**src/rtl/if_fetch_unit_pkg.sv**
```systemverilog
// Shared fetch-stage types and constants: PC width, NOP encoding, FSM states, counter helper.
package if_fetch_unit_pkg;

  localparam int          PC_WIDTH = 32;
  localparam logic [31:0] INST_NOP = 32'h0000_0013;

  typedef enum logic [1:0] {
    ST_IDLE  = 2'd0,
    ST_RUN   = 2'd1,
    ST_FLUSH = 2'd2
  } fetch_state_e;

  function automatic logic [31:0] sat_add32(input logic [31:0] a, input logic [31:0] b);
    logic [32:0] s;
    s = {1'b0, a} + {1'b0, b};
    return s[32] ? 32'hFFFF_FFFF : s[31:0];
  endfunction

endpackage

```
**src/rtl/if_fetch_unit_if.sv**
```systemverilog
// Fetch-stage bundle: instruction-memory request/response plus the IF/ID presentation and ID/EX control.
interface if_fetch_unit_if #(
  parameter int PC_WIDTH = if_fetch_unit_pkg::PC_WIDTH
) ();

  logic                imem_req;
  logic [PC_WIDTH-1:0] imem_addr;
  logic                imem_gnt;
  logic                imem_rvalid;
  logic [31:0]         imem_rdata;
  logic                stall;
  logic                redirect_valid;
  logic [PC_WIDTH-1:0] redirect_pc;
  logic                if_valid;
  logic [PC_WIDTH-1:0] if_pc;
  logic [31:0]         if_inst;

  modport master (
    output imem_req, imem_addr, if_valid, if_pc, if_inst,
    input  imem_gnt, imem_rvalid, imem_rdata, stall, redirect_valid, redirect_pc
  );

  modport slave (
    input  imem_req, imem_addr, if_valid, if_pc, if_inst,
    output imem_gnt, imem_rvalid, imem_rdata, stall, redirect_valid, redirect_pc
  );

endinterface

```
**src/rtl/if_fetch_fifo.sv**
```systemverilog
// Synchronous FIFO with clear; head is read straight from storage (registered, no bypass).
// Push and pop together on a full FIFO is legal; a lone push into a full FIFO is a fault.
module if_fetch_fifo #(
  parameter int DEPTH = 2,
  parameter int WIDTH = 64
) (
  input  logic                     clk,
  input  logic                     rst,
  input  logic                     push,
  input  logic [WIDTH-1:0]         push_dat,
  input  logic                     pop,
  input  logic                     clear,
  output logic [WIDTH-1:0]         head_dat,
  output logic                     full,
  output logic                     empty,
  output logic [$clog2(DEPTH):0]   count
);

  localparam int AW = $clog2(DEPTH);

  logic [WIDTH-1:0] mem_q [DEPTH];
  logic [AW-1:0]    wr_ptr_q, rd_ptr_q;
  logic [AW:0]      count_q;
  logic             do_push, do_pop;

  assign empty    = (count_q == '0);
  assign full     = (count_q == (AW+1)'(DEPTH));
  assign count    = count_q;
  assign head_dat = mem_q[rd_ptr_q];
  assign do_push  = push & ~clear;
  assign do_pop   = pop & ~empty & ~clear;

  always_ff @(posedge clk or posedge rst) begin
    if (rst) begin
      wr_ptr_q <= '0;
      rd_ptr_q <= '0;
      count_q  <= '0;
    end else if (clear) begin
      wr_ptr_q <= '0;
      rd_ptr_q <= '0;
      count_q  <= '0;
    end else begin
      if (do_push) wr_ptr_q <= wr_ptr_q + AW'(1);
      if (do_pop)  rd_ptr_q <= rd_ptr_q + AW'(1);
      count_q <= count_q + {{AW{1'b0}}, do_push} - {{AW{1'b0}}, do_pop};
    end
  end

  always_ff @(posedge clk) begin
    if (do_push) mem_q[wr_ptr_q] <= push_dat;
  end

  assert property (@(posedge clk) disable iff (rst) !(push && full && !pop && !clear));

endmodule

```
**src/rtl/if_fetch_unit.sv**
```systemverilog
// Fetch stage: issues in-order imem word requests, buffers responses, presents one instruction per cycle to ID.
// Redirect flushes the buffer and drops stale responses; IF_FETCH_PERF_EN adds fetched/dropped counters.
module if_fetch_unit #(
  parameter int                                     PC_WIDTH   = if_fetch_unit_pkg::PC_WIDTH,
  parameter logic [if_fetch_unit_pkg::PC_WIDTH-1:0] RESET_PC   = '0,
  parameter int                                     FIFO_DEPTH = 2
) (
  input  logic            clk,
  input  logic            rst,
  if_fetch_unit_if.master bus
`ifdef IF_FETCH_PERF_EN
  ,
  output logic [31:0]     perf_fetched,
  output logic [31:0]     perf_dropped
`endif
);

  import if_fetch_unit_pkg::*;

  localparam int CW = $clog2(FIFO_DEPTH) + 1;

  fetch_state_e        state_q;
  logic [PC_WIDTH-1:0] fetch_pc_q;
  logic [CW-1:0]       outst_q, outst_d, drop_q, drop_d;
  logic [CW-1:0]       buf_cnt, tag_cnt;
  logic [CW:0]         occupancy;
  logic                running, xfer, rv, accept, discard, redirect, pop;
  logic                buf_full, buf_empty, tag_full, tag_empty;
  logic [PC_WIDTH-1:0] tag_head;
  logic [PC_WIDTH+31:0] buf_head;

  assign redirect  = bus.redirect_valid;
  assign running   = (state_q != ST_IDLE);
  // Outstanding requests plus buffered words never exceed the buffer, so every response has a slot.
  assign occupancy = {1'b0, outst_q} + {1'b0, buf_cnt};
  assign bus.imem_req  = running && (occupancy < (CW+1)'(FIFO_DEPTH));
  assign bus.imem_addr = fetch_pc_q;
  assign xfer    = bus.imem_req & bus.imem_gnt;
  assign rv      = bus.imem_rvalid & running & (outst_q != '0);
  assign accept  = rv & ~redirect & (drop_q == '0);
  assign discard = rv & ~accept;
  assign outst_d = outst_q + CW'(xfer) - CW'(rv);

  always_comb begin
    drop_d = drop_q;
    if (redirect)                   drop_d = outst_d;
    else if (rv && drop_q != '0)    drop_d = drop_q - CW'(1);
  end

  assign bus.if_valid = ~buf_empty;
  assign bus.if_pc    = buf_empty ? '0 : buf_head[PC_WIDTH+31:32];
  assign bus.if_inst  = buf_empty ? INST_NOP : buf_head[31:0];
  assign pop          = ~buf_empty & ~bus.stall & ~redirect;

  always_ff @(posedge clk or posedge rst) begin
    if (rst) begin
      state_q    <= ST_IDLE;
      fetch_pc_q <= RESET_PC;
      outst_q    <= '0;
      drop_q     <= '0;
    end else begin
      if (state_q == ST_IDLE)                        state_q <= ST_RUN;
      else if (redirect)                             state_q <= (drop_d != '0) ? ST_FLUSH : ST_RUN;
      else if (state_q == ST_FLUSH && drop_d == '0)  state_q <= ST_RUN;

      if (redirect)  fetch_pc_q <= {bus.redirect_pc[PC_WIDTH-1:2], 2'b00};
      else if (xfer) fetch_pc_q <= fetch_pc_q + PC_WIDTH'(4);

      outst_q <= outst_d;
      drop_q  <= drop_d;
    end
  end

  // PCs of live requests only; stale requests are tracked purely by drop_q.
  if_fetch_fifo #(.DEPTH(FIFO_DEPTH), .WIDTH(PC_WIDTH)) u_tag_q (
    .clk      (clk),
    .rst      (rst),
    .push     (xfer & ~redirect),
    .push_dat (fetch_pc_q),
    .pop      (accept),
    .clear    (redirect),
    .head_dat (tag_head),
    .full     (tag_full),
    .empty    (tag_empty),
    .count    (tag_cnt)
  );

  if_fetch_fifo #(.DEPTH(FIFO_DEPTH), .WIDTH(PC_WIDTH+32)) u_inst_buf (
    .clk      (clk),
    .rst      (rst),
    .push     (accept),
    .push_dat ({tag_head, bus.imem_rdata}),
    .pop      (pop),
    .clear    (redirect),
    .head_dat (buf_head),
    .full     (buf_full),
    .empty    (buf_empty),
    .count    (buf_cnt)
  );

  logic unused_status;
  assign unused_status = ^{tag_full, tag_empty, tag_cnt, buf_full, bus.redirect_pc[1:0]};

`ifdef IF_FETCH_PERF_EN
  logic [31:0] perf_fetched_q, perf_dropped_q;

  always_ff @(posedge clk or posedge rst) begin
    if (rst) begin
      perf_fetched_q <= '0;
      perf_dropped_q <= '0;
    end else begin
      perf_fetched_q <= sat_add32(perf_fetched_q, {31'b0, pop});
      perf_dropped_q <= sat_add32(perf_dropped_q,
                                  {31'b0, discard} + (redirect ? 32'(buf_cnt) : 32'd0));
    end
  end

  assign perf_fetched = perf_fetched_q;
  assign perf_dropped = perf_dropped_q;
`else
  logic unused_discard;
  assign unused_discard = discard;
`endif

endmodule

```
**src/flat_wrapper.sv**
```systemverilog
// flat-port wrapper written by rule: the top's interface ports become plain ports
module if_fetch_unit_flat import if_fetch_unit_pkg::*;
#(
  parameter int                                     PC_WIDTH   = if_fetch_unit_pkg::PC_WIDTH,
  parameter logic [if_fetch_unit_pkg::PC_WIDTH-1:0] RESET_PC   = '0,
  parameter int                                     FIFO_DEPTH = 2
)
  (clk, rst, bus_imem_req, bus_imem_addr, bus_if_valid, bus_if_pc, bus_if_inst, bus_imem_gnt, bus_imem_rvalid, bus_imem_rdata, bus_stall, bus_redirect_valid, bus_redirect_pc);
  if_fetch_unit_if #(.PC_WIDTH(PC_WIDTH)) bus_i ();
  input  logic clk;
  input  logic rst;
  output wire logic [$bits(bus_i.imem_req)-1:0] bus_imem_req;
  output wire logic [$bits(bus_i.imem_addr)-1:0] bus_imem_addr;
  output wire logic [$bits(bus_i.if_valid)-1:0] bus_if_valid;
  output wire logic [$bits(bus_i.if_pc)-1:0] bus_if_pc;
  output wire logic [$bits(bus_i.if_inst)-1:0] bus_if_inst;
  input wire logic [$bits(bus_i.imem_gnt)-1:0] bus_imem_gnt;
  input wire logic [$bits(bus_i.imem_rvalid)-1:0] bus_imem_rvalid;
  input wire logic [$bits(bus_i.imem_rdata)-1:0] bus_imem_rdata;
  input wire logic [$bits(bus_i.stall)-1:0] bus_stall;
  input wire logic [$bits(bus_i.redirect_valid)-1:0] bus_redirect_valid;
  input wire logic [$bits(bus_i.redirect_pc)-1:0] bus_redirect_pc;
  assign bus_imem_req = bus_i.imem_req;
  assign bus_imem_addr = bus_i.imem_addr;
  assign bus_if_valid = bus_i.if_valid;
  assign bus_if_pc = bus_i.if_pc;
  assign bus_if_inst = bus_i.if_inst;
  assign bus_i.imem_gnt = bus_imem_gnt;
  assign bus_i.imem_rvalid = bus_imem_rvalid;
  assign bus_i.imem_rdata = bus_imem_rdata;
  assign bus_i.stall = bus_stall;
  assign bus_i.redirect_valid = bus_redirect_valid;
  assign bus_i.redirect_pc = bus_redirect_pc;
  if_fetch_unit #(.PC_WIDTH(PC_WIDTH), .RESET_PC(RESET_PC), .FIFO_DEPTH(FIFO_DEPTH)) u_core (.clk(clk), .rst(rst), .bus(bus_i));
endmodule
```
**config.mk**
```make
export PLATFORM = sky130hd
export DESIGN_NAME = if_fetch_unit_flat
export DESIGN_NICKNAME = d
export VERILOG_FILES = /design/src/rtl/if_fetch_unit_pkg.sv /design/src/rtl/if_fetch_unit_if.sv /design/src/rtl/if_fetch_fifo.sv /design/src/rtl/if_fetch_unit.sv /design/src/flat_wrapper.sv
export SDC_FILE = /design/constraint.sdc
export NUM_CORES = 1
export LEC_CHECK = 0
export BUFFER_PORTS_ARGS = -buffer_cell sky130_fd_sc_hd__buf_2
export CORE_AREA = 3 3 147 149
export CTS_BUF_LIST = sky130_fd_sc_hd__clkbuf_4 sky130_fd_sc_hd__clkbuf_8
export CTS_CLUSTER_SIZE = 25
export DETAILED_ROUTE_END_ITERATION = 12
export DIE_AREA = 0 0 150 152
export GPL_ROUTABILITY_DRIVEN = 0
export PLACE_DENSITY = 0.67
export SLEW_MARGIN = 20
export SYNTH_ARGS = -nofsm -noshare
export SYNTH_HDL_FRONTEND = slang
export SYNTH_SLANG_ARGS = --single-unit
```
**constraint.sdc**
```tcl
create_clock -name clk -period 5.6 [get_ports clk]
set_input_delay 0.28 -clock clk [delete_from_list [all_inputs] [get_ports clk]]
set_output_delay 0.28 -clock clk [all_outputs]
set_load 0.02 [all_outputs]
```
==> Word level (Yosys, flattened, before mapping) <==
Memory sizes are Yosys's and may differ from the RTL's.
Cells that the tools add are included.
{ "totals": {"word_cells": 87, "mem_count": 2, "regBits": 46, "ram_bits": 192, "input_bits": 70, "output_inout_bits": 98} }
{ "memory_table": {"columns": ["name", "words", "width", "read_ports", "rd_ports_with_merged_regs", "wr", "line_no", "rtl"], "rows": [
  ["u_core.u_inst_buf.mem_q", 2, 64, 1, 0, 1, "if_fetch_fifo.sv:21", "logic [WIDTH-1:0] mem_q [DEPTH];"],
  ["u_core.u_tag_q.mem_q", 2, 32, 1, 0, 1, "if_fetch_fifo.sv:21", null]
]} }
{ "op_classes": {"n_lt_le_gt_ge": 1, "reduce_logical": 18, "bitwise_logic": 18, "mux": 24, "eq_ne": 1, "addsub": 13} }
{ "op_table": {"columns": ["cell", "count"], "rows": [
  ["$mux W32", 4],
  ["$add A32 B3 Y32 const B", 1],
  ["$reduce_bool A2 Y1", 9],
  ["$mux W2", 8],
  ["$and A1 B1 Y1", 14],
  ["$mux W1", 12],
  ["$logic_not A2 Y1", 5],
  ["$add A2 B1 Y2", 3],
  ["$sub A2 B1 Y2", 3],
  ["$add A1 B1 Y1 const B", 4],
  ["$not A1 Y1", 4],
  ["$add A2 B2 Y3", 1],
  ["$logic_and A1 B1 Y1", 3],
  ["$lt A3 B2 Y1 const B", 1],
  ["$reduce_bool A3 Y1", 1],
  ["$eq A2 B2 Y1 const B", 1],
  ["$sub A2 B1 Y2 const B", 1]
]} }

==> Logic depth before layout (Yosys ltp) <==
Gate-level depths: netlist of run 1.
{ "logic_depth": {"ltp_word": 12, "mapped_depth": 11, "depth_no_buf": 10} }

==> Cells and area by module <==
A second synthesis of run 1 with hierarchy kept.
{ "hier_totals": {"cells_unflattened": 658, "area_unflattened_um2": 10079.7} }
{ "by_module_without_submodules": {"columns": ["mod", "seq_area_each_um2", "n_inst", "area_per_inst_um2", "cells_per_inst"], "rows": [
  ["if_fetch_fifo at u_core.u_inst_buf", 3943.8, 1, 4862.2, 223],
  ["if_fetch_unit", 900.9, 1, 2643.8, 311],
  ["if_fetch_fifo at u_core.u_tag_q", 2021.9, 1, 2573.7, 124]
]} }

==> Worst setup path after synthesis of run 1 <==
No wires, ideal clock.
{ "synth_path": {"path_type": "reg2reg", "startpoint": "register u_core.state_q[0]", "endpoint": "memory u_core.u_inst_buf.mem_q[0][0], enable pin", "n_path_buf": 0, "period_less_slack_ps": 4033, "path_slack_ps": 1567, "setup_time_ps": 482, "path_stages_with_launch": 5, "arrival_time_ps": 3550, "required_ps": 5118, "cell_sequence": "dfrtp_1 -> o221a_2 -> nand2_1 -> or2_1 -> nor2_1"} }
{ "synth_via": {"elab_chain_len": 8} }
{ "synth_rtl": {"columns": ["item", "line_no", "rtl"], "rows": [
  ["start: declaration", "if_fetch_unit.sv:22", "fetch_state_e state_q;"],
  ["start signal: assignment", "if_fetch_unit.sv:63", "else if (redirect) state_q <= (drop_d != '0) ? ST_FLUSH : ST_RUN;"],
  ["$reduce_bool A2 Y1", "if_fetch_unit.sv:33", "assign running = (state_q != ST_IDLE);"],
  ["$and A1 B1 Y1 (2 in a row)", "if_fetch_unit.sv:39", "assign rv = bus.imem_rvalid & running & (outst_q != '0);"],
  ["$and A1 B1 Y1 (2 in a row)", "if_fetch_unit.sv:40", "assign accept = rv & ~redirect & (drop_q == '0);"],
  ["$and A1 B1 Y1", "if_fetch_fifo.sv:30", "assign do_push = push & ~clear;"],
  ["$mux W1", "if_fetch_fifo.sv:50", "if (do_push) mem_q[wr_ptr_q] <= push_dat;"],
  ["$mux W1 (implied by the code)", "if_fetch_fifo.sv:50", null],
  ["end: declaration", "if_fetch_fifo.sv:21", null]
]} }
No other way between the ends.

==> Worst setup path after layout of run 1 <==
{ "layout_path": {"startpoint": "register u_core.u_inst_buf.count_q[0], in the netlist u_core.u_inst_buf.count[0]", "endpoint": "memory u_core.u_tag_q.mem_q[0][17] in the netlist's numbering, enable pin"} }
{ "layout_via": {"elab_chain_len": 8} }
{ "layout_rtl": {"columns": ["item", "line_no", "rtl"], "rows": [
  ["start: declaration", "if_fetch_fifo.sv:23", "logic [AW:0] count_q;"],
  ["start signal: assignment", "if_fetch_fifo.sv:45", "count_q <= count_q + {{AW{1'b0}}, do_push} - {{AW{1'b0}}, do_pop};"],
  ["$add A2 B2 Y3", "if_fetch_unit.sv:35", "assign occupancy = {1'b0, outst_q} + {1'b0, buf_cnt};"],
  ["$lt A3 B2 Y1", "if_fetch_unit.sv:36", "assign bus.imem_req = running && (occupancy < (CW+1)'(FIFO_DEPTH));"],
  ["$logic_and A1 B1 Y1", "if_fetch_unit.sv:36", null],
  ["$and A1 B1 Y1", "if_fetch_unit.sv:38", "assign xfer = bus.imem_req & bus.imem_gnt;"],
  ["$and A1 B1 Y1", "if_fetch_unit.sv:78", ".push (xfer & ~redirect),"],
  ["$and A1 B1 Y1", "if_fetch_fifo.sv:30", null],
  ["$mux W1", "if_fetch_fifo.sv:50", null],
  ["$mux W1 (implied by the code)", "if_fetch_fifo.sv:50", null],
  ["end: declaration", "if_fetch_fifo.sv:21", null]
]} }
No other way between the ends.

==> impl_metrics.json, run 1 <==
{
  "outcome": "finished, violations left",
  "violations": "negative hold slack",
  "io_pins": 168,
  "placed_cells": 1036,
  "grt.total_usage_pct": 16.9,
  "critPathKind": "reg2reg",
  "finalHoldViolCount": 5,
  "route.detailed.drc": 0,
  "first_pass_iters": 4,
  "finalSetupViolCount": 0,
  "clock_path_buffers": 3,
  "drive_gt1_share_pct": 30.8,
  "syn-instance-count": 626,
  "power_density_mw_per_mm2": 370,
  "root_buffer": "clkbuf_8",
  "wl_per_cell_um": 16.8,
  "synth_area_leaders": "edfxtp_1, dfrtp_1, mux2i_1",
  "async_reset_ff_share_pct": 19.3,
  "synthDistinctLibCells": 41,
  "dp_slack_ns": 1.90,
  "finalCritPeriodShare_pct": 64.9,
  "yosysTopAreaCell": "edfxtp_1",
  "worstMarginPinSlew_ns": 1.13,
  "final_cell_area_sq_mm": 0.0117,
  "grt_overflow": 0,
  "drt-initial-drc-count": 287,
  "area.sequential_sq_mm": 0.00663,
  "startpoint_type": "register",
  "drv_slew": 0,
  "synth.top_cell.area_share_pct": 59.2,
  "port_buffers": 161,
  "synthFlopType": "edfxtp_1",
  "min_period_ns": 3.64,
  "syn_to_final_growth_pct": 25.4,
  "drt_wl_total_um": 19400,
  "ant_nets": 0,
  "slowest_delay_ns": 0.82,
  "vdd_drop_max_uv": 247,
  "coreArea_sq_mm": 0.0203,
  "min_path_type": "in2async",
  "skew_ns": 0.0209,
  "ys_ff_latch": 228,
  "relSlewSlack_pct": 25.0,
  "post_drt_via_cell_ratio": 4.89,
  "htree_levels": 2,
  "cp.arrival_ns": 3.83,
  "crit_family": "simple AND/OR/NAND/NOR gates",
  "required_ns": 5.79,
  "cts_sinks": 228,
  "cts_made_buffers": 37,
  "layoutNonFillerInstCount": 1156,
  "critPathBufInv": 1,
  "chipHeight_um": 152,
  "seq_area_frac_synth_pct": 71.0,
  "clock_latency_ns": 0.51,
  "cts_tree": "built",
  "drv_cap": 0,
  "multi_input_area_sq_mm": 0.00255,
  "finalSetupTns_ns": 0,
  "cpMaxStageDelayCell": "nor2_2",
  "synth.avg_cell_area_sq_um": 14.9,
  "antenna_found_initial": 1,
  "fin_hold_ws_ns": -0.00296,
  "start_util_pct": 46.0,
  "dieArea_sq_mm": 0.0228,
  "fin_ws_ns": 1.96,
  "clk_pin_slew_ns": 0.06,
  "yosys_warnings": 0,
  "placed_cell_area_sq_mm": 0.0104,
  "crit_path_end_kind": "register",
  "grt_pass1_wl_um": 30600,
  "hpwl_um": 12400,
  "cp_max_fo": 18,
  "netlist_area_sq_mm": 0.00934,
  "cp_cell_sequence": "and2_1, fa_1, or2_4, nor3b_4, nand2b_1, nor2_2, buf_4",
  "grt_max_degree": 68,
  "die_w_um": 150,
  "synth_edf_count": 184,
  "grt_pass1_vias": 5887,
  "num_vias": 5658,
  "fillers": 1666,
  "max_freq_ghz": 0.275,
  "p_leak_nw": 4.49,
  "total_power_mw": 4.33,
  "final_net_count": 942,
  "rows": 52,
  "rsz0062_at_grt": "no"
}
## cells in the final DEF, fill, tap and decap left out, drive strengths merged, types with 5 or more instances in the layout
cell / count
edfxtp: 184
buf: 168
nor2: 75
mux2i: 67
dlygate4sd3: 58
clkbuf: 58
dfrtp: 44
nand2: 40
o21ai: 32
mux2: 30
xor2: 28
nand4: 17
inv: 14
nand3: 13
xnor2: 10
ha: 8
and3: 5
## area by class of cell
class                   instances  share of cell area, %
well taps                     270                   2.88
multi-input cells             356                   21.7
flip-flops and latches        228                   56.6
inverters                      14                  0.449
repair buffers                226                   12.3
clock buffers                  58                   5.91
diodes                          1                 0.0214
clock inverters                 3                  0.107
## metal layers
layer	GRT usage [%]	vias to the layer above	share of wire (%)
met2	29.7	158	51
li1	-	2739	-
met5	0	-	0
met4	5.45	0	2.4
met3	3.57	35	5.3
met1	20.8	2726	42
## timing repair
item,4_1_cts,5_1_grt
resized for setup,0,0
hold buffers,58,0
hold endpoints to repair,90,0
buffers inserted,0,0
## synth_stat cells (all sizes together), types with 5 or more instances
library cell	count
edfxtp	184
mux2i	67
nand4	17
inv	14
nand3	13
o21ai	32
mux2	30
dfrtp	44
xnor2	10
clkbuf	14
ha	8
nand2	40
xor2	28
buf	17
and3	5
nor2	75
## report_power, final
| group | switching [mW] | total [mW] | internal (mW) |
|---|---|---|---|
| Combinational | 0.493 | 0.819 | 0.325 |
| Clock | 0.589 | 1.37 | 0.777 |
| Sequential | 0.133 | 2.15 | 2.02 |
## per-stage QoR
step                hold WS [ns]  utilization (%)
floorplan                  0.379                -
global placement           0.468             51.4
detailed placement         0.472             51.4
CTS                      0.00304             57.7
global route              0.0116             57.7
finish                  -0.00296             57.7
## cells by family after synthesis
family                   count (synthesis)  share of synthesized area, %
flip-flops                             228                          71.0
multiplexers                            97                          10.8
buffers and inverters                   45                          2.18
XOR/XNOR                                38                          3.56
adder cells (fa/ha/maj)                  9                          1.29
AND/OR/NAND/NOR                        170                          9.00
other                                    1                        0.0402
AO/OA/AOI/OAI                           38                          2.16
## worst paths after layout
check / startpoint / endpoint / slack, ns / cells after the start
max: u_core.u_inst_buf.count[0] / u_core.u_tag_q.mem_q[0][17] / 1.96 / 7
min: rst / u_core.bus.imem_addr[14] / -0.003 / 2
max reg2reg: u_core.u_inst_buf.count[0] / u_core.u_tag_q.mem_q[0][17] / 1.96 / 7
min reg2reg: u_core.bus.imem_addr[30] / u_core.u_tag_q.mem_q[1][30] / 0.54 / 0
max in group asynchronous: rst / u_core.u_inst_buf.rd_ptr_q / 4.89 / 2
min in group clk: bus_redirect_pc[23] / u_core.bus.imem_addr[23] / 0.03 / 3
## state kept, by name, summed over array words and instances (netlist names)
| name | count |
|---|---|
| u_core.u_inst_buf.rd_ptr_q | 1 |
| u_core.u_tag_q.rd_ptr_q | 1 |
| u_core.u_tag_q.mem_q | 60 |
| u_core.u_inst_buf.count | 2 |
| u_core.u_inst_buf.wr_ptr_q | 1 |
| u_core.u_inst_buf.mem_q | 124 |
| u_core.u_tag_q.wr_ptr_q | 1 |
| u_core.state_q | 2 |
| u_core.u_tag_q.count | 2 |
| u_core.outst_q | 2 |
| u_core.bus.imem_addr | 30 |
| u_core.drop_q | 2 |
No activity file was read; power rests on OpenSTA's default activity.
==> run 2: changes to the inputs <==
Settings changed: ABC_AREA from default to 1, CORE_AREA 3 3 147 149 to 3 3 150 152, DIE_AREA 0 0 150 152 to 0 0 153 155.
Clock period 5.6 ns to 3.6 ns, I/O delays scaled along.
==> run 2 against run 1 <==
Critical path depth is 2 lower. Critical path type is now reg2out. The run now ends clean. Critical endpoint is now bus_if_inst[30]. Sequential power rose by 61%. Cell count rose by 21%. Largest power group unchanged.
==> impl_metrics.json, run 2 <==
{
  "critPathKind": "reg2out",
  "yosysTopAreaCell": "edfxtp_1",
  "seq_area_frac_synth_pct": 68.0,
  "synthTopCellsByCount": "nand2_1, edfxtp_1, a21oi_1",
  "crit_path_end_kind": "output port",
  "power_density_mw_per_mm2": 595,
  "num_antenna_cells": 0,
  "p_sw_mw": 2.32,
  "seqPwrFrac_pct": 47.9,
  "cp_cell_sequence": "inv_2, buf_4, nand2_1, a21oi_1, buf_2",
  "final_common_cell": "nand2_1",
  "synthMostInstantiatedCell": "nand2_1",
  "num_vias": 6980,
  "ys_ff_latch": 228,
  "cpMaxStageDelayCell": "buf_4",
  "drive_gt1_share_pct": 24.7,
  "final_net_count": 1177,
  "grt.total_usage_pct": 18.8,
  "placed_cell_area_sq_mm": 0.0108,
  "hpwl_um": 13500,
  "route.detailed.drc": 0,
  "async_reset_ff_share_pct": 19.3,
  "p_leak_nw": 5.07,
  "rsz0062_at_grt": "no",
  "dieArea_sq_mm": 0.0237,
  "yosys_warnings": 0,
  "vdd_drop_max_uv": 415,
  "critPathBufInv": 3,
  "mostFrequentLayoutCells": "nand2_1, edfxtp_1, buf_2",
  "drt-initial-drc-count": 458,
  "syn-instance-count": 858,
  "die_w_um": 153,
  "min_path_type": "in2reg",
  "grt_pass1_vias": 7053,
  "antenna_found_initial": 0,
  "clock_latency_ns": 0.52,
  "drt_wl_total_um": 22300,
  "p_int_mw": 4.93,
  "clock_path_buffers": 3,
  "holdBufCountCts": 62,
  "cp_max_fo": 38,
  "finalSetupViolCount": 0,
  "io_pins": 168,
  "max_freq_ghz": 0.405,
  "total_power_mw": 7.25,
  "grt_pass1_wl_um": 36100,
  "synth.avg_cell_area_sq_um": 11.4,
  "drv_slew": 0,
  "startpoint_type": "register",
  "finalCritPeriodShare_pct": 68.7,
  "synth_xor_area_share_pct": 2.16,
  "p_comb_share_pct": 22.6,
  "finalHoldViolCount": 0,
  "min_period_ns": 2.47,
  "required_ns": 3.42,
  "clk_pin_slew_ns": 0.06,
  "synth_top_family_by_area": "simple AND/OR/NAND/NOR gates",
  "rows": 53,
  "synth-simple-area-share_pct": 15.7,
  "synth.top_cell.area_share_pct": 56.7,
  "grt_max_degree": 65,
  "cts_setup_buffers": 0,
  "synthFlopType": "edfxtp_1",
  "root_buffer": "clkbuf_8",
  "post_drt_via_cell_ratio": 4.98,
  "first_pass_iters": 5,
  "drv_cap": 0,
  "relSlewSlack_pct": 49.8,
  "start_util_pct": 46.1,
  "synth_edf_count": 184,
  "synth_compound_area_share_pct": 4.83,
  "synthAdderAreaFrac_pct": 1.23,
  "skew_ns": 0.0286,
  "clockPowerShare_pct": 29.6,
  "outcome": "complete, no violations",
  "coreArea_sq_mm": 0.0212,
  "cts_made_buffers": 39,
  "grt_overflow": 0,
  "cts_sinks": 228,
  "chipHeight_um": 155,
  "slowest_delay_ns": 0.49,
  "ant_nets": 0,
  "final_cell_area_sq_mm": 0.0122,
  "synth_area_leaders": "edfxtp_1, dfrtp_1, nand2_1",
  "largest_reg_flops": 124,
  "worstMarginPinSlew_ns": 0.754,
  "netlist_area_sq_mm": 0.00975,
  "htree_levels": 2,
  "p_sw_share_pct": 32.0,
  "synth_mux_area_share_pct": 3.47,
  "port_buffers": 161,
  "synthDistinctLibCells": 37,
  "crit_family": "buffers and inverters",
  "wl_per_cell_um": 15.9,
  "cp.arrival_ns": 2.29,
  "cts_tree": "built",
  "top_register": "u_core.u_inst_buf.mem_q",
  "cts-resized-gates": 0,
  "syn_to_final_growth_pct": 25.1
}
-- run 2: cell count changes after synthesis, sizes merged, moves of 8 or more --
cell    before  now
nand2       40  267
nor3         3   15
nand3       13   30
mux2i       67    0
nand4       17    7
xor2        28   20
a21oi        3   64
inv         14   66
clkbuf      14   22
o21ai       32   14
nor2        75   51
-- run 2: worst paths after layout --
kind,from,slack (ns),cells past startpoint,endpoint
setup / recovery,u_core.u_inst_buf.rd_ptr_q,1.13,5,bus_if_inst[30]
hold / removal,bus_redirect_pc[31],0.03,5,u_core.bus.imem_addr[31]
setup reg to reg,u_core.u_inst_buf.count[0],1.14,9,u_core.u_tag_q.mem_q[0][24]
hold reg to reg,u_core.u_tag_q.rd_ptr_q,0.48,1,u_core.u_tag_q.rd_ptr_q
max in group asynchronous,rst,2.80,4,u_core.u_inst_buf.rd_ptr_q
min in group asynchronous,rst,0.35,4,u_core.bus.imem_addr[6]
-- run 2: power groups by stage --
stage / registers, mW / logic (mW) / clock network, mW
after global placement: 3.51 / 1.56 / 0
after floorplan: 3.54 / 1.01 / 0
after CTS: 3.47 / 1.65 / 2.21
final: 3.47 / 1.64 / 2.14
after detailed placement: 3.52 / 1.58 / 0
after global routing: 3.51 / 1.83 / 2.33
-- run 2: worst reg2reg max path: stages, from the launching register on --
cell and delay (ns):
dfrtp_1 0.42, nand2_1 0.08, inv_1 0.05, fa_1 0.49, nor3_4 0.23, nand2_2 0.11
clkinv_2 0.10, nand2_4 0.10, nor2_2 0.13, buf_4 0.38
-- run 2: cell type report --
| cell class | instances | area [sq um] |
|---|---|---|
| Clock buffer | 53 | 654 |
| Sequential cell | 228 | 6630 |
| Fill cell | 1758 | 8960 |
| Multi-Input combinational cell | 530 | 2720 |
| Tap cell | 275 | 344 |
| Clock inverter | 17 | 72.6 |
| Inverter | 67 | 258 |
| Timing Repair Buffer | 232 | 1520 |
-- run 2: cell families (layout without fill, tap and decap cells) --
family | count (synthesis) | count (layout)
and+or+nand+nor | 374 | 374
DFF | 228 | 228
buffers and inverters | 103 | 369
AOI/OAI and AO/OA | 89 | 89
muxes | 30 | 30
xor gates and xnor gates | 24 | 24
adders and majority gates | 9 | 9
other | 1 | 4
-- run 2: metrics by stage --
step	cells	setup TNS, ns	hold slack, ns	setup slack (ns)	util (%)
2_1_floorplan	861	-39.77	0.279	-0.321	-
3_3_place_gp	1270	0	0.368	1.19	51.3
3_5_place_dp	1270	0	0.371	1.13	51.3
4_1_cts	1402	0	0.00310	1.04	57.6
5_1_grt	1402	0	0.0254	0.939	57.6
6_report	1402	0	0.0349	1.13	57.6
-- run 2: metal layers --
metal	global-route usage, %	vias to the layer above	routed length, um
li1	-	3384	-
met1	25.6	3271	9890
met2	31.0	288	10400
met3	3.62	37	1660
met4	5.52	0	368
met5	0	-	0
==> run 3: changes to the inputs <==
Clock period 3.6 ns to 2.53 ns, I/O delays scaled along.
==> run 3 against run 2 <==
Total power grew 46%. Critical path depth grew 7. Non-clock buffer count rose by 14. First-iteration DRC count is 6.8% higher. Utilization is 1.0 points higher. Via count down 0.47%. Clock-buffer cell count shrank 4. Highest routed layer unchanged. Critical endpoint is now u_core.u_tag_q.count[1]. Largest cell class unchanged. Combinational power is 48% higher. Wire length grew 0.96%.
==> impl_metrics.json, run 3 (same netlist as run 2, synthesis figures left out) <==
{
  "grt_pass1_vias": 7102,
  "placed_cell_area_sq_mm": 0.0110,
  "grt_max_degree": 63,
  "mostFrequentLayoutCells": "nand2_1, edfxtp_1, buf_2",
  "power_density_mw_per_mm2": 854,
  "num_vias": 6947,
  "cp_max_fo": 6,
  "finalCritPeriodShare_pct": 93.4,
  "die_w_um": 153,
  "antenna_found_initial": 0,
  "largest_reg_flops": 124,
  "critPathBufInv": 3,
  "drv_slew": 0,
  "top_register": "u_core.u_inst_buf.mem_q",
  "critPathKind": "reg2reg",
  "relSlewSlack_pct": 60.4,
  "placed_cells": 1280,
  "vdd_drop_max_uv": 780,
  "clock_latency_ns": 0.52,
  "fillers": 1733,
  "drv_cap": 0,
  "skew_ns": 0.0173,
  "drive_gt1_share_pct": 25.3,
  "route.detailed.drc": 0,
  "crit_family": "adder cells",
  "min_path_type": "in2reg",
  "wl_per_cell_um": 15.9,
  "clk_pin_slew_ns": 0.06,
  "outcome": "complete, no violations",
  "worst-r2r-setup-slack_ns": 0.17,
  "dieArea_sq_mm": 0.0237,
  "worstMarginPinSlew_ns": 0.594,
  "coreArea_sq_mm": 0.0212,
  "finalSetupTns_ns": 0,
  "ff2ff_path_depth": 12,
  "final_common_cell": "nand2_1",
  "rsz0062_at_grt": "no",
  "worst_r2r_endpoint": "u_core.u_tag_q.count[1]",
  "startpoint_type": "register",
  "syn_to_final_growth_pct": 27.3,
  "finalHoldViolCount": 0,
  "cp_cell_sequence": "nand2_1, inv_1, fa_1, nor3_4, nand2_2, inv_4, nand2_4, ha_1, inv_1, ha_1, xor2_1, nor2_1",
  "port_buffers": 161,
  "worstSetupStartpoint": "u_core.u_inst_buf.count[0]",
  "cp.arrival_ns": 2.75,
  "cts_sinks": 228,
  "grt_overflow": 0,
  "root_buffer": "clkbuf_8",
  "max_freq_ghz": 0.423,
  "cts_tree": "built",
  "grt.total_usage_pct": 18.9,
  "num_antenna_cells": 0,
  "drt_wl_total_um": 22500,
  "drt-initial-drc-count": 489,
  "cts_made_buffers": 39,
  "start_util_pct": 46.1,
  "first_pass_iters": 5,
  "crit_path_end_kind": "register",
  "dp_slack_ns": 0.0831,
  "chipHeight_um": 155,
  "io_pins": 168,
  "crit_cells": 12,
  "fin_ws_ns": 0.167,
  "hpwl_um": 14300,
  "rows": 53,
  "finalSetupViolCount": 0,
  "layoutNonFillerInstCount": 1414,
  "cpMaxStageDelayCell": "fa_1",
  "min_period_ns": 2.36,
  "final_net_count": 1191,
  "clock_path_buffers": 3,
  "htree_levels": 2,
  "ant_nets": 0,
  "p_leak_nw": 5.17,
  "post_drt_via_cell_ratio": 4.91,
  "total_power_mw": 10.6,
  "grt_pass1_wl_um": 36000,
  "required_ns": 2.92,
  "final_cell_area_sq_mm": 0.0124,
  "reg2reg_from": "u_core.u_inst_buf.count[0]",
  "slowest_delay_ns": 0.48,
  "crit_path_end": "u_core.u_tag_q.count[1]"
}
-- run 3: cell types whose count changed in the layout (fill, tap and decap cells not counted), sizes merged --
cell         previous run  this run
clkinv                 17        18
bufinv                  0         2
clkinvlp                1         0
dlygate4sd3            62        65
clkbuf                 53        49
buf                   170       181
-- run 3: worst min-delay path: stages --
cell	delay (ns)
buf_2	0.09
nand2_2	0.07
inv_4	0.08
ha_1	0.13
-- run 3: worst min path at each step --
stage | from | end | slack [ns] | cells past startpoint
4_1_cts | bus_imem_gnt | u_core.outst_q[0] | 0.01 | 4
3_5_place_dp | rst | u_core.state_q[0] | 0.31 | 3
3_3_place_gp | rst | u_core.state_q[0] | 0.31 | 3
5_1_grt | bus_imem_gnt | u_core.outst_q[0] | 0.03 | 4
2_1_floorplan | bus_imem_rdata[0] | u_core.u_inst_buf.mem_q[0][0] | 0.23 | 0
6_report | bus_imem_gnt | u_core.outst_q[0] | 0.01 | 4
-- run 3: metrics by stage --
stage | util [%] | hold slack (ns)
6_report | 58.6 | 0.0136
2_1_floorplan | - | 0.225
3_3_place_gp | 51.9 | 0.308
3_5_place_dp | 51.9 | 0.315
5_1_grt | 58.6 | 0.0272
4_1_cts | 58.6 | 0.0148
-- run 3: final cells by class --
class,count,area [sq um],share of cell area (%)
multi-input cells,530,2730,22.0
inverters,67,259,2.09
clock buffers,49,631,5.08
flip-flops and latches,228,6630,53.4
well taps,275,344,2.77
repair buffers,246,1680,13.6
clock inverters,19,135,1.09
-- run 3: what timing repair did --
action | in CTS | in global routing
hold buffers | 65 | 0
endpoints found under the setup margin | 0 | 4
endpoints found under the hold margin | 143 | 0
setup buffers | 0 | 1
resized for setup | 0 | 1
-- run 3: power by group --
part / switching, mW / total (mW) / internal (mW)
Sequential: 0.359 / 4.93 / 4.57
Clock: 1.41 / 3.25 / 1.84
Combinational: 1.58 / 2.42 / 0.839
Total: 3.35 / 10.6 / 7.24
-- run 3: layer usage --
metal  vias to the layer above  part of all wire (%)  track usage, %
met4                         0                   2.5            6.49
li1                       3413                     -               -
met2                       236                    46            31.1
met1                      3253                    45            25.2
met5                         -                     0               0
met3                        45                   6.2            4.17
